## src/rtl/stereo_matrix_decoder.sv

```systemverilog
// Inverse stereo matrix: undoes the sum/difference gains with two lockstep
// restoring dividers, then rebuilds saturated left/right samples.
module stereo_matrix_decoder #(
  parameter int DW = 18,
  parameter int KW = 4
) (
  input  logic                 clock,
  input  logic                 reset,
  input  logic signed [DW-1:0] LpR_in,
  input  logic signed [DW-1:0] LmR_in,
  input  logic        [KW-1:0] Ks,
  input  logic        [KW-1:0] Kd,
  input  logic                 valid_in,
  output logic                 busy,
  output logic signed [DW-1:0] LEFT_out,
  output logic signed [DW-1:0] RIGHT_out,
  output logic                 out_valid,
  output logic                 overrun
);

  localparam int NW = DW + 4;
  localparam int MW = DW + 3;
  localparam int RW = KW + 1;
  localparam int SW = DW + 5;
  localparam int CW = $clog2(MW + 1);

  typedef enum logic [2:0] {S_IDLE, S_LOAD, S_DIV, S_SIGN, S_COMB} state_t;

  state_t                r_state;
  logic signed [DW-1:0]  r_lpr, r_lmr;
  logic        [KW-1:0]  r_ks, r_kd;
  logic                  r_neg_s, r_neg_d;
  logic        [MW-1:0]  r_q_s, r_q_d;
  logic        [RW-1:0]  r_rem_s, r_rem_d;
  logic        [CW-1:0]  r_cnt;
  logic signed [NW-1:0]  r_s, r_d;

  logic signed [NW-1:0]  w_num_s, w_num_d;
  logic        [MW-1:0]  w_mag_s, w_mag_d;
  logic        [MW-1:0]  w_q_s_n, w_q_d_n;
  logic        [RW-1:0]  w_rem_s_n, w_rem_d_n;
  logic signed [SW-1:0]  w_sum, w_diff;

  // One restoring step: shift the next numerator bit into the remainder and
  // subtract the divisor when it fits; the quotient bit enters from the right.
  function automatic logic [RW+MW-1:0] div_step(input logic [MW-1:0] q,
                                                 input logic [RW-1:0] rem,
                                                 input logic [KW-1:0] k);
    logic [RW-1:0] sh;
    logic [MW-1:0] nq;
    sh = {rem[RW-2:0], q[MW-1]};
    nq = {q[MW-2:0], 1'b0};
    if (sh >= {1'b0, k}) begin
      sh    = sh - {1'b0, k};
      nq[0] = 1'b1;
    end
    return {sh, nq};
  endfunction

  function automatic logic signed [DW-1:0] sat(input logic signed [SW-1:0] v);
    if (v[SW-1:DW-1] == '0 || v[SW-1:DW-1] == '1)
      return v[DW-1:0];
    else if (v[SW-1])
      return {1'b1, {(DW-1){1'b0}}};
    else
      return {1'b0, {(DW-1){1'b1}}};
  endfunction

  assign w_num_s = {r_lpr[DW-1], r_lpr, 3'b000};
  assign w_num_d = {r_lmr[DW-1], r_lmr, 3'b000};
  assign w_mag_s = MW'(r_lpr[DW-1] ? -w_num_s : w_num_s);
  assign w_mag_d = MW'(r_lmr[DW-1] ? -w_num_d : w_num_d);

  assign {w_rem_s_n, w_q_s_n} = div_step(r_q_s, r_rem_s, r_ks);
  assign {w_rem_d_n, w_q_d_n} = div_step(r_q_d, r_rem_d, r_kd);

  assign w_sum  = r_s + r_d;
  assign w_diff = r_s - r_d;

  assign busy = (r_state != S_IDLE);

  always_ff @(posedge clock) begin
    if (!reset) begin
      r_state   <= S_IDLE;
      r_lpr     <= '0;
      r_lmr     <= '0;
      r_ks      <= '0;
      r_kd      <= '0;
      r_neg_s   <= 1'b0;
      r_neg_d   <= 1'b0;
      r_q_s     <= '0;
      r_q_d     <= '0;
      r_rem_s   <= '0;
      r_rem_d   <= '0;
      r_cnt     <= '0;
      r_s       <= '0;
      r_d       <= '0;
      LEFT_out  <= '0;
      RIGHT_out <= '0;
      out_valid <= 1'b0;
      overrun   <= 1'b0;
    end else begin
      out_valid <= 1'b0;
      overrun   <= valid_in && (r_state != S_IDLE);
      case (r_state)
        S_IDLE: begin
          if (valid_in) begin
            r_lpr   <= LpR_in;
            r_lmr   <= LmR_in;
            r_ks    <= Ks;
            r_kd    <= Kd;
            r_state <= S_LOAD;
          end
        end
        S_LOAD: begin
          // A zero gain code leaves a zero quotient so that term drops out.
          r_neg_s <= r_lpr[DW-1];
          r_neg_d <= r_lmr[DW-1];
          r_q_s   <= (r_ks == '0) ? '0 : w_mag_s;
          r_q_d   <= (r_kd == '0) ? '0 : w_mag_d;
          r_rem_s <= '0;
          r_rem_d <= '0;
          r_cnt   <= CW'(MW);
          r_state <= S_DIV;
        end
        S_DIV: begin
          if (r_ks != '0) begin
            r_q_s   <= w_q_s_n;
            r_rem_s <= w_rem_s_n;
          end
          if (r_kd != '0) begin
            r_q_d   <= w_q_d_n;
            r_rem_d <= w_rem_d_n;
          end
          r_cnt <= r_cnt - CW'(1);
          if (r_cnt == CW'(1))
            r_state <= S_SIGN;
        end
        S_SIGN: begin
          r_s     <= r_neg_s ? -$signed({1'b0, r_q_s}) : $signed({1'b0, r_q_s});
          r_d     <= r_neg_d ? -$signed({1'b0, r_q_d}) : $signed({1'b0, r_q_d});
          r_state <= S_COMB;
        end
        S_COMB: begin
          LEFT_out  <= sat(w_sum >>> 1);
          RIGHT_out <= sat(w_diff >>> 1);
          out_valid <= 1'b1;
          r_state   <= S_IDLE;
        end
        default: r_state <= S_IDLE;
      endcase
    end
  end

endmodule

```

## config.mk

```make
export PLATFORM = sky130hd
export DESIGN_NAME = stereo_matrix_decoder
export DESIGN_NICKNAME = d
export VERILOG_FILES = /design/src/rtl/stereo_matrix_decoder.sv
export SDC_FILE = /design/constraint.sdc
export NUM_CORES = 1
export LEC_CHECK = 0
export ABC_AREA = 1
export CAP_MARGIN = 40
export CORE_AREA = 3 3 159 161
export CTS_CLUSTER_SIZE = 25
export DETAILED_ROUTE_END_ITERATION = 8
export DIE_AREA = 0 0 162 164
export PLACE_DENSITY = 0.67
export SLEW_MARGIN = 20
export SYNTH_ARGS = -nofsm -noshare
export SYNTH_HDL_FRONTEND = slang
export SYNTH_SLANG_ARGS = --single-unit
```

## constraint.sdc

```tcl
create_clock -name clock -period 2.65 [get_ports clock]
set_input_delay 0.265 -clock clock [delete_from_list [all_inputs] [get_ports clock]]
set_output_delay 0.265 -clock clock [all_outputs]
set_load 0.1 [all_outputs]
```

==> results.md, run 1 <==
- The flow ran to the end, and the final reports show no timing, DRC or antenna violations.
- The worst slew margin relative to its limit is 54.8%.
- The max-slew violation count is 0.
- The number of enable flip-flop cells after synthesis is 0.
- The clock transition at the registers of the reported paths is 80 ps.
- The CTS tree is yes.
- The count of cell types in the netlist is 48.
- The number of hold buffers added after cts is 0.
- The flop and latch count out of synthesis is 186.
- For the finished layout, the period the worst path requires is 2480 ps.
- The sequential area share after synthesis is 31.2%.
- The detailed-route via count is 11683.
- The library cell occupying the most area in the post-synthesis netlist is dfxtp_1.
- The pre-antenna-repair detailed-routing pass consisted of 5 iterations.
- The region available for standard cell placement spans 24100 sq um.
- The antenna violation net count after detailed routing is 0.
- The commonest register cell after synthesis is dfxtp_1.
- The total number of H-tree levels is 4.
- The number of port buffers is 85.
- The worst hold-check slack is 362 ps.
- The path category of the worst min-delay check is in -> reg.
- For this design the ratio of total power to cell area is 744 nW/um^2.
- Cells with a size suffix above 1 make up 13.6% of the layout.
- The portion of the clock cycle consumed by the worst path in the final layout is 93.7%.
- Yosys attributes the largest share of cell area to dfxtp_1 (31%), nand2_1 (13%), inv_1 (7.5%).
- The wire-length estimate of the detail-placed layout is 25800 um.
- Of all nets on the critical path, the largest fanout is 17.
- The hold violation count in the final report was 0.
- Measured along the y axis, the die boundary spans 164 um.
- The worst-case IR drop observed on VDD is 0.510 mV.
- The number of antenna violations at the first check in global routing is 0.
- In the final design database the tool counted 2009 nets.
- The top cell type by area accounts for 31.2% of the synthesized area.
- The final global-route overflow total is 0.
- The clock latency of the later-clocked register in the worst-skew pair is 440 ps.
- The static leakage is 6.38 nW.
- The tree is rooted in a clkbuf_16.
- For this run, asynchronously set or reset flops after synthesis account for 0%.
- The number of diodes is 0.
- The actual transition at the worst max-transition pin is 678 ps.
- Yosys printed 0 warnings.
- After detailed routing, the number of remaining DRC violations is 0.
- The congestion estimate from routability-driven global placement came to 0.935.
- The category of the critical setup timing path is reg -> reg.
- The final worst clock skew is 14.7 ps.
- The commonest cells after synthesis are nand2_1 (418), inv_1 (239), dfxtp_1 (186), a21oi_1 (167), o21ai_0 (158).
- The horizontal extent of the die is 162 um.
- The pin count of the biggest net entering global routing is 118.
- The number of global-route vias before repair is 10944.
- At the worst endpoint, the required time is 2980 ps.
- Summed over all layers, the routed wires come to 33300 um.
- The total of max-cap violations is 0.
- The TritonCTS buffer count is 17.
- The area growth from synthesis to layout is 18.9%.
- The synthesized netlist cell count is 1805.
- The netlist area before placement is 11900 sq um.
- STA puts the critical path data arrival time at 2810 ps.
- After synthesis, the mean cell area works out to 6.61 sq um.
- The first global-routing pass estimated 54000 um of wire.
- The CTS sink count is 186.
- The most common cell in the netlist is nand2_1.
- During I/O placement, the number of pins put on the boundary was 86.
- The maximum operating frequency is 403 MHz.
- Counting along the longest clock path gives a buffer depth of 2.
- STA classifies the critical path startpoint as a flop.
- The critical path endpoint category is a flop.
- Global routing used 25.0% of the available tracks.
- The mean routed wirelength per cell is 14.9 um.
- The initial cell density of the core is 49.5%.
- The area enclosed by the die boundary is 26600 sq um.
- The final number of setup-violating endpoints is 0.
- The number of rows created at floorplan is 57.
- For the final routed database, the setup TNS stands at 0 ps.
- The iteration-0 DRC count of the detailed router is 728.
- The average via count per standard cell is 5.22.
- Synthesis produced a netlist with a net count of 1912.
## repair_timing
| action | 4_1_cts | 5_1_grt |
|---|---|---|
| pin swaps | 1 | 1 |
| setup endpoints to repair | 17 | 43 |
| buffers inserted | 1 | 0 |
| resized for setup | 2 | 52 |
| cloned | 0 | 1 |
## stage by stage
step / utilization, % / power [W] / setup WS [ps] / instances / area, sq um
3_3_place_gp: 55.1 / 0.00754 / -147 / 2205 / 13300
3_5_place_dp: 55.1 / 0.00758 / -160 / 2205 / 13300
2_1_floorplan: - / 0.00643 / 381 / 1805 / 11900
5_1_grt: 58.8 / 0.0113 / -8.70 / 2239 / 14200
6_report: 58.8 / 0.0106 / 166 / 2239 / 14200
4_1_cts: 57.9 / 0.0104 / 9.18 / 2238 / 14000
## final timing paths
kind	to	slack, ps	startpoint	cells past startpoint
worst max-delay path	RIGHT_out[5]	170	r_d[4]	14
worst max register to register	RIGHT_out[5]	170	r_d[4]	14
worst min-delay path	LEFT_out[14]	360	reset	4
worst min register to register	r_rem_d[3]	470	r_rem_d[3]	2
## layout make-up
class	instances	area, sq um
clock inverters	15	226
clock buffers	17	425
repair buffers	159	1380
well taps	324	405
inverters	249	935
fillers	2377	9920
flip-flops and latches	186	3730
multi-input cells	1289	7080
## sequential cells by signal, summed over array words and instances (netlist names), 18 cells and up
signal	flops
r_d	22
r_q_d	21
r_s	22
RIGHT_out	18
r_lpr	18
r_q_s	21
LEFT_out	18
r_lmr	18
## power breakdown
group / total, W / switching, W / internal (W)
Clock: 0.00284 / 0.00129 / 0.00155
Sequential: 0.00331 / 0.000245 / 0.00306
Combinational: 0.00441 / 0.00285 / 0.00156
## placed cells by master (no fill, tap or decap), types with 43 or more instances in the layout
master,instances
nand3_1,87
nand2_1,414
inv_1,239
a21oi_1,164
dfxtp_1,184
o21ai_0,157
xor2_1,43
nor2_1,132
buf_4,107
clkdlybuf4s50_1,45
## kinds of logic after synthesis
family / share of synthesized area (%)
AO/OA/AOI/OAI: 20.9
adder cells (fa/ha/maj): 6.55
flip-flops: 31.2
XOR/XNOR: 4.04
AND/OR/NAND/NOR: 25.9
buffers and inverters: 11.3
## per-layer routing
metal | track usage [%] | routed length, um | vias up
met2 | 44.1 | 15800 | 275
met1 | 31.4 | 15200 | 5262
met4 | 9.15 | 1120 | 0
met3 | 2.88 | 1220 | 58
met5 | 0 | 0 | -
li1 | - | - | 6088
## worst max-delay path, cell delays in order (launching register included)
cell	delay, ps
dfxtp_1	350
inv_1	60
ha_2	420
nand2_1	90
inv_1	110
nand2_1	80
nor2_1	200
nand3_1	160
nand4_1	120
nand2_1	60
nor2_2	190
nand2_2	90
a21oi_4	170
buf_12	180
a21oi_1	80
No activity file was read; power rests on OpenSTA's default activity.
==> run 2: changes to the inputs <==
--- a/config.mk
+++ b/config.mk
@@ -7,11 +7,11 @@
 export LEC_CHECK = 0
 export ABC_AREA = 1
 export CAP_MARGIN = 40
-export CORE_AREA = 3 3 159 161
+export CORE_AREA = 3 3 167 169
 export CTS_CLUSTER_SIZE = 25
 export DETAILED_ROUTE_END_ITERATION = 8
-export DIE_AREA = 0 0 162 164
-export PLACE_DENSITY = 0.67
+export DIE_AREA = 0 0 170 172
+export PLACE_DENSITY = 0.61
 export SLEW_MARGIN = 20
 export SYNTH_ARGS = -nofsm -noshare
 export SYNTH_HDL_FRONTEND = slang
==> run 2 against run 1 <==
  * Die area grew 10%
  * Critical path depth grew 4
  * Largest power group unchanged
  * Total power shrank 2.6%
  * Largest cell class unchanged
  * Clock skew grew 2.3 ps
  * Cell count grew 0.58%
  * Sequential power is essentially flat
  * Core utilization shrank 5.3 points
  * Critical endpoint is now LEFT_out[5]
  * Global-route usage shrank 1.6 points
  * Flip-flop and latch count is the same
  * Combinational power shrank 3%
==> results.md, run 2 (synthesized netlist as in run 1, its figures left out) <==
- The horizontal extent of the die came to 170 um (was 162 um).
- The area enclosed by the die boundary is 29200 sq um (was 26600 sq um).
- The number of port buffers is 85 (unchanged).
- The mean routed wirelength per cell is 15.4 um (was 14.9 um).
- The initial cell density of the core is 44.6% (was 49.5%).
- The clock transition at the registers of the reported paths is 80 ps (about the same).
- The detailed-route via count is 11721 (was 11683).
- The power density normalized to cell area was 718 nW/um^2 (was 744 nW/um^2).
- The final net count was 2006 (was 2009).
- The critical path endpoint category is a flop (unchanged).
- The total wire length is 34600 um (was 33300 um).
- The required time at the endpoint of the critical path is 2970 ps (was 2980 ps).
- The design area is 14300 sq um (was 14200 sq um).
- The final number of setup-violating endpoints came to 0 (unchanged).
- The placer's final routability congestion estimate is 0.911 (was 0.935).
- The max-slew violation count is 0 (unchanged).
- The core area is 26700 sq um (was 24100 sq um).
- The fraction of layout instances using a drive strength above 1 is 14.5% (was 13.6%).
- The CTS tree was yes (unchanged).
- The number of hold buffers added after cts is 0 (unchanged).
- Highest-count cells in the layout ignoring fill and taps: nand2_1 (405), inv_1 (238), dfxtp_1 (175), a21oi_1 (162), o21ai_0 (155) (was nand2_1 (414), inv_1 (239), dfxtp_1 (184), a21oi_1 (164), o21ai_0 (157)).
- The number of global-route vias before repair is 10983 (was 10944).
- The pin count of the biggest net entering global routing was 118 (unchanged).
- The leading cell type in the layout, fill and taps excluded is nand2_1 (unchanged).
- The average via count per standard cell is 5.20 (was 5.22).
- The peak supply drop came to 0.516 mV (was 0.510 mV).
- The number of buffer and inverter stages on the critical path is 2 (was 3).
- The final global-route overflow total is 0 (unchanged).
- Critical-path cell list: nand2_2 > inv_2 > fa_2 > nand2_2 > nand2_1 > nand3_2 > nand2_4 > nand2_2 > nand2_2 > nand2_2 > nand2_2 > nand2_1 > nand2_1 > nor2_1 > nand2_1 > a21oi_4 > clkbuf_16 > a21oi_2 (was inv_1 > ha_2 > nand2_1 > inv_1 > nand2_1 > nor2_1 > nand3_1 > nand4_1 > nand2_1 > nor2_2 > nand2_2 > a21oi_4 > buf_12 > a21oi_1).
- The worst slew margin relative to its limit is 46.8% (was 54.8%).
- The minimum clock period after layout is 2530 ps (was 2480 ps).
- The stage delay of the slowest cell on the critical path is 410 ps (was 420 ps).
- The worst setup path startpoint is r_s[0] (was r_d[4]).
- The total power after layout is 0.0103 W (was 0.0106 W).
- The worst setup margin is 123 ps (was 166 ps).
- The actual transition at the worst max-transition pin is 796 ps (was 678 ps).
- The first-pass iteration count of the detailed router is 6 (was 5).
- The total of max-cap violations is 0 (unchanged).
- The data arrival time of the critical path came to 2850 ps (was 2810 ps).
- The number of design rule violations left after detail routing is 0 (unchanged).
- The CTS sink count came to 186 (unchanged).
- The antenna violation net count after detailed routing is 0 (unchanged).
- The y dimension of the die is 172 um (was 164 um).
- The worst slack at placement is -78.4 ps (was -160 ps).
- The number of buffers on the longest clock path is 2 (unchanged).
- The number of rows created at floorplan came to 60 (was 57).
- The TritonCTS buffer count was 17 (unchanged).
- Registers with the most flip-flops: r_d (22), r_s (22) (unchanged).
- The path category of the worst min-delay check is in -> reg (unchanged).
- The number of ports placed on the die boundary was 86 (unchanged).
- The hold path startpoint is reset (unchanged).
- The total number of H-tree levels was 4 (unchanged).
- The final worst clock skew was 17.0 ps (was 14.7 ps).
- The first-pass GRT wire length was 55500 um (was 54000 um).
- The category of the critical setup timing path was reg -> reg (unchanged).
- The critical path's most frequent cell is nand2_2 (was nand2_1).
- The largest fanout on the critical path is 6 (was 17).
- The portion of the clock cycle consumed by the worst path in the final layout is 95.4% (was 93.7%).
- The worst hold-check slack is 390 ps (was 362 ps).
- The static leakage came to 6.37 nW (was 6.38 nW).
- The number of antenna violations at the first check in global routing is 0 (unchanged).
- The startpoint of the lowest-slack register-to-register path is r_s[0] (was r_d[4]).
- Setup repair after global routing could not meet its margin everywhere.
- The startpoint class of the critical path is a flop (unchanged).
- The standard cell with the maximum stage delay on the critical path was fa_2 (was ha_2).
- The number of placed cells counting well taps is 2207 (was 2205).
- The non-filler instance count after layout was 2252 (was 2239).
- The post-place instance area is 13200 sq um (was 13300 sq um).
- The growth of design area from synthesis to finish came to 20.0% (was 18.9%).
- The hold violation count in the final report is 0 (unchanged).
- Run status: completed (unchanged).
- The library cell used as clock root buffer is clkbuf_16 (unchanged).
- The iteration-0 DRC count of the detailed router is 572 (was 728).
- The maximum operating frequency was 396 MHz (was 403 MHz).
- The total global-route track usage is 23.3% (was 25.0%).
- The category of cells accounting for the largest share of critical-path delay is simple AND/OR/NAND/NOR gates (unchanged).
- The number of diodes is 0 (unchanged).
- The post-DP HPWL is 26100 um (was 25800 um).
- The clock latency of the later-clocked register in the worst-skew pair is 440 ps (about the same).
[run 2: cell types whose count changed in the layout (fill, tap and decap cells not counted), moves of 3 or more]
| cell | delta |
|---|---|
| ha_4 | +11 |
| nand2_2 | +6 |
| dfxtp_2 | +7 |
| ha_2 | -11 |
| dfxtp_1 | -9 |
| nand2_1 | -9 |
| buf_4 | -4 |
| nand3_2 | +3 |
[run 2: timing repair]
item | CTS | global route
buffers inserted | 0 | 12
pin swaps | 0 | 17
hold endpoints to repair | 0 | 0
gates resized for setup | 4 | 87
endpoints found under the setup margin | 19 | 34
gates cloned | 0 | 1
[run 2: final timing paths]
check	end	slack [ps]	depth (start not counted)
max	LEFT_out[5]	120	18
max reg2reg	LEFT_out[5]	120	18
min	LEFT_out[11]	390	4
min reg2reg	LEFT_out[17]	470	2
[run 2: per-layer routing]
layer / wire, um / part of all wire, % / track usage (%)
met1: 15900 / 46 / 29.9
met2: 16300 / 47 / 40.8
met3: 1310 / 3.8 / 2.63
met4: 1150 / 3.3 / 8.32
met5: 0 / 0 / 0
[run 2: final cells by class]
type,count,area [sq um]
inverter,249,935
fill,2787,12400
sequential,186,3740
clock inverter,14,179
tap,341,427
timing repair buffer,157,1390
multi-input combinational,1288,7220
clock buffer,17,425
[run 2: power breakdown]
part,internal (W),switching (W)
clock network,0.00136,0.00131
logic,0.00151,0.00277
registers,0.00307,0.000265
[run 2: worst register-to-register path, cell delays in order, from the launching register on]
cell and delay (ps):
dfxtp_4 360, nand2_2 60, inv_2 40, fa_2 410, nand2_2 90, nand2_1 60
nand3_2 90, nand2_4 70, nand2_2 80, nand2_2 70, nand2_2 120, nand2_2 60
nand2_1 50, nand2_1 40, nor2_1 100, nand2_1 90, a21oi_4 330, clkbuf_16 240
a21oi_2 50
[run 2: stage by stage]
step	setup TNS, ps	utilization (%)
floorplan	0	-
global placement	-541	49.4
CTS	0	51.7
finish	0	53.6
global route	-241	53.6
detailed placement	-948	49.4
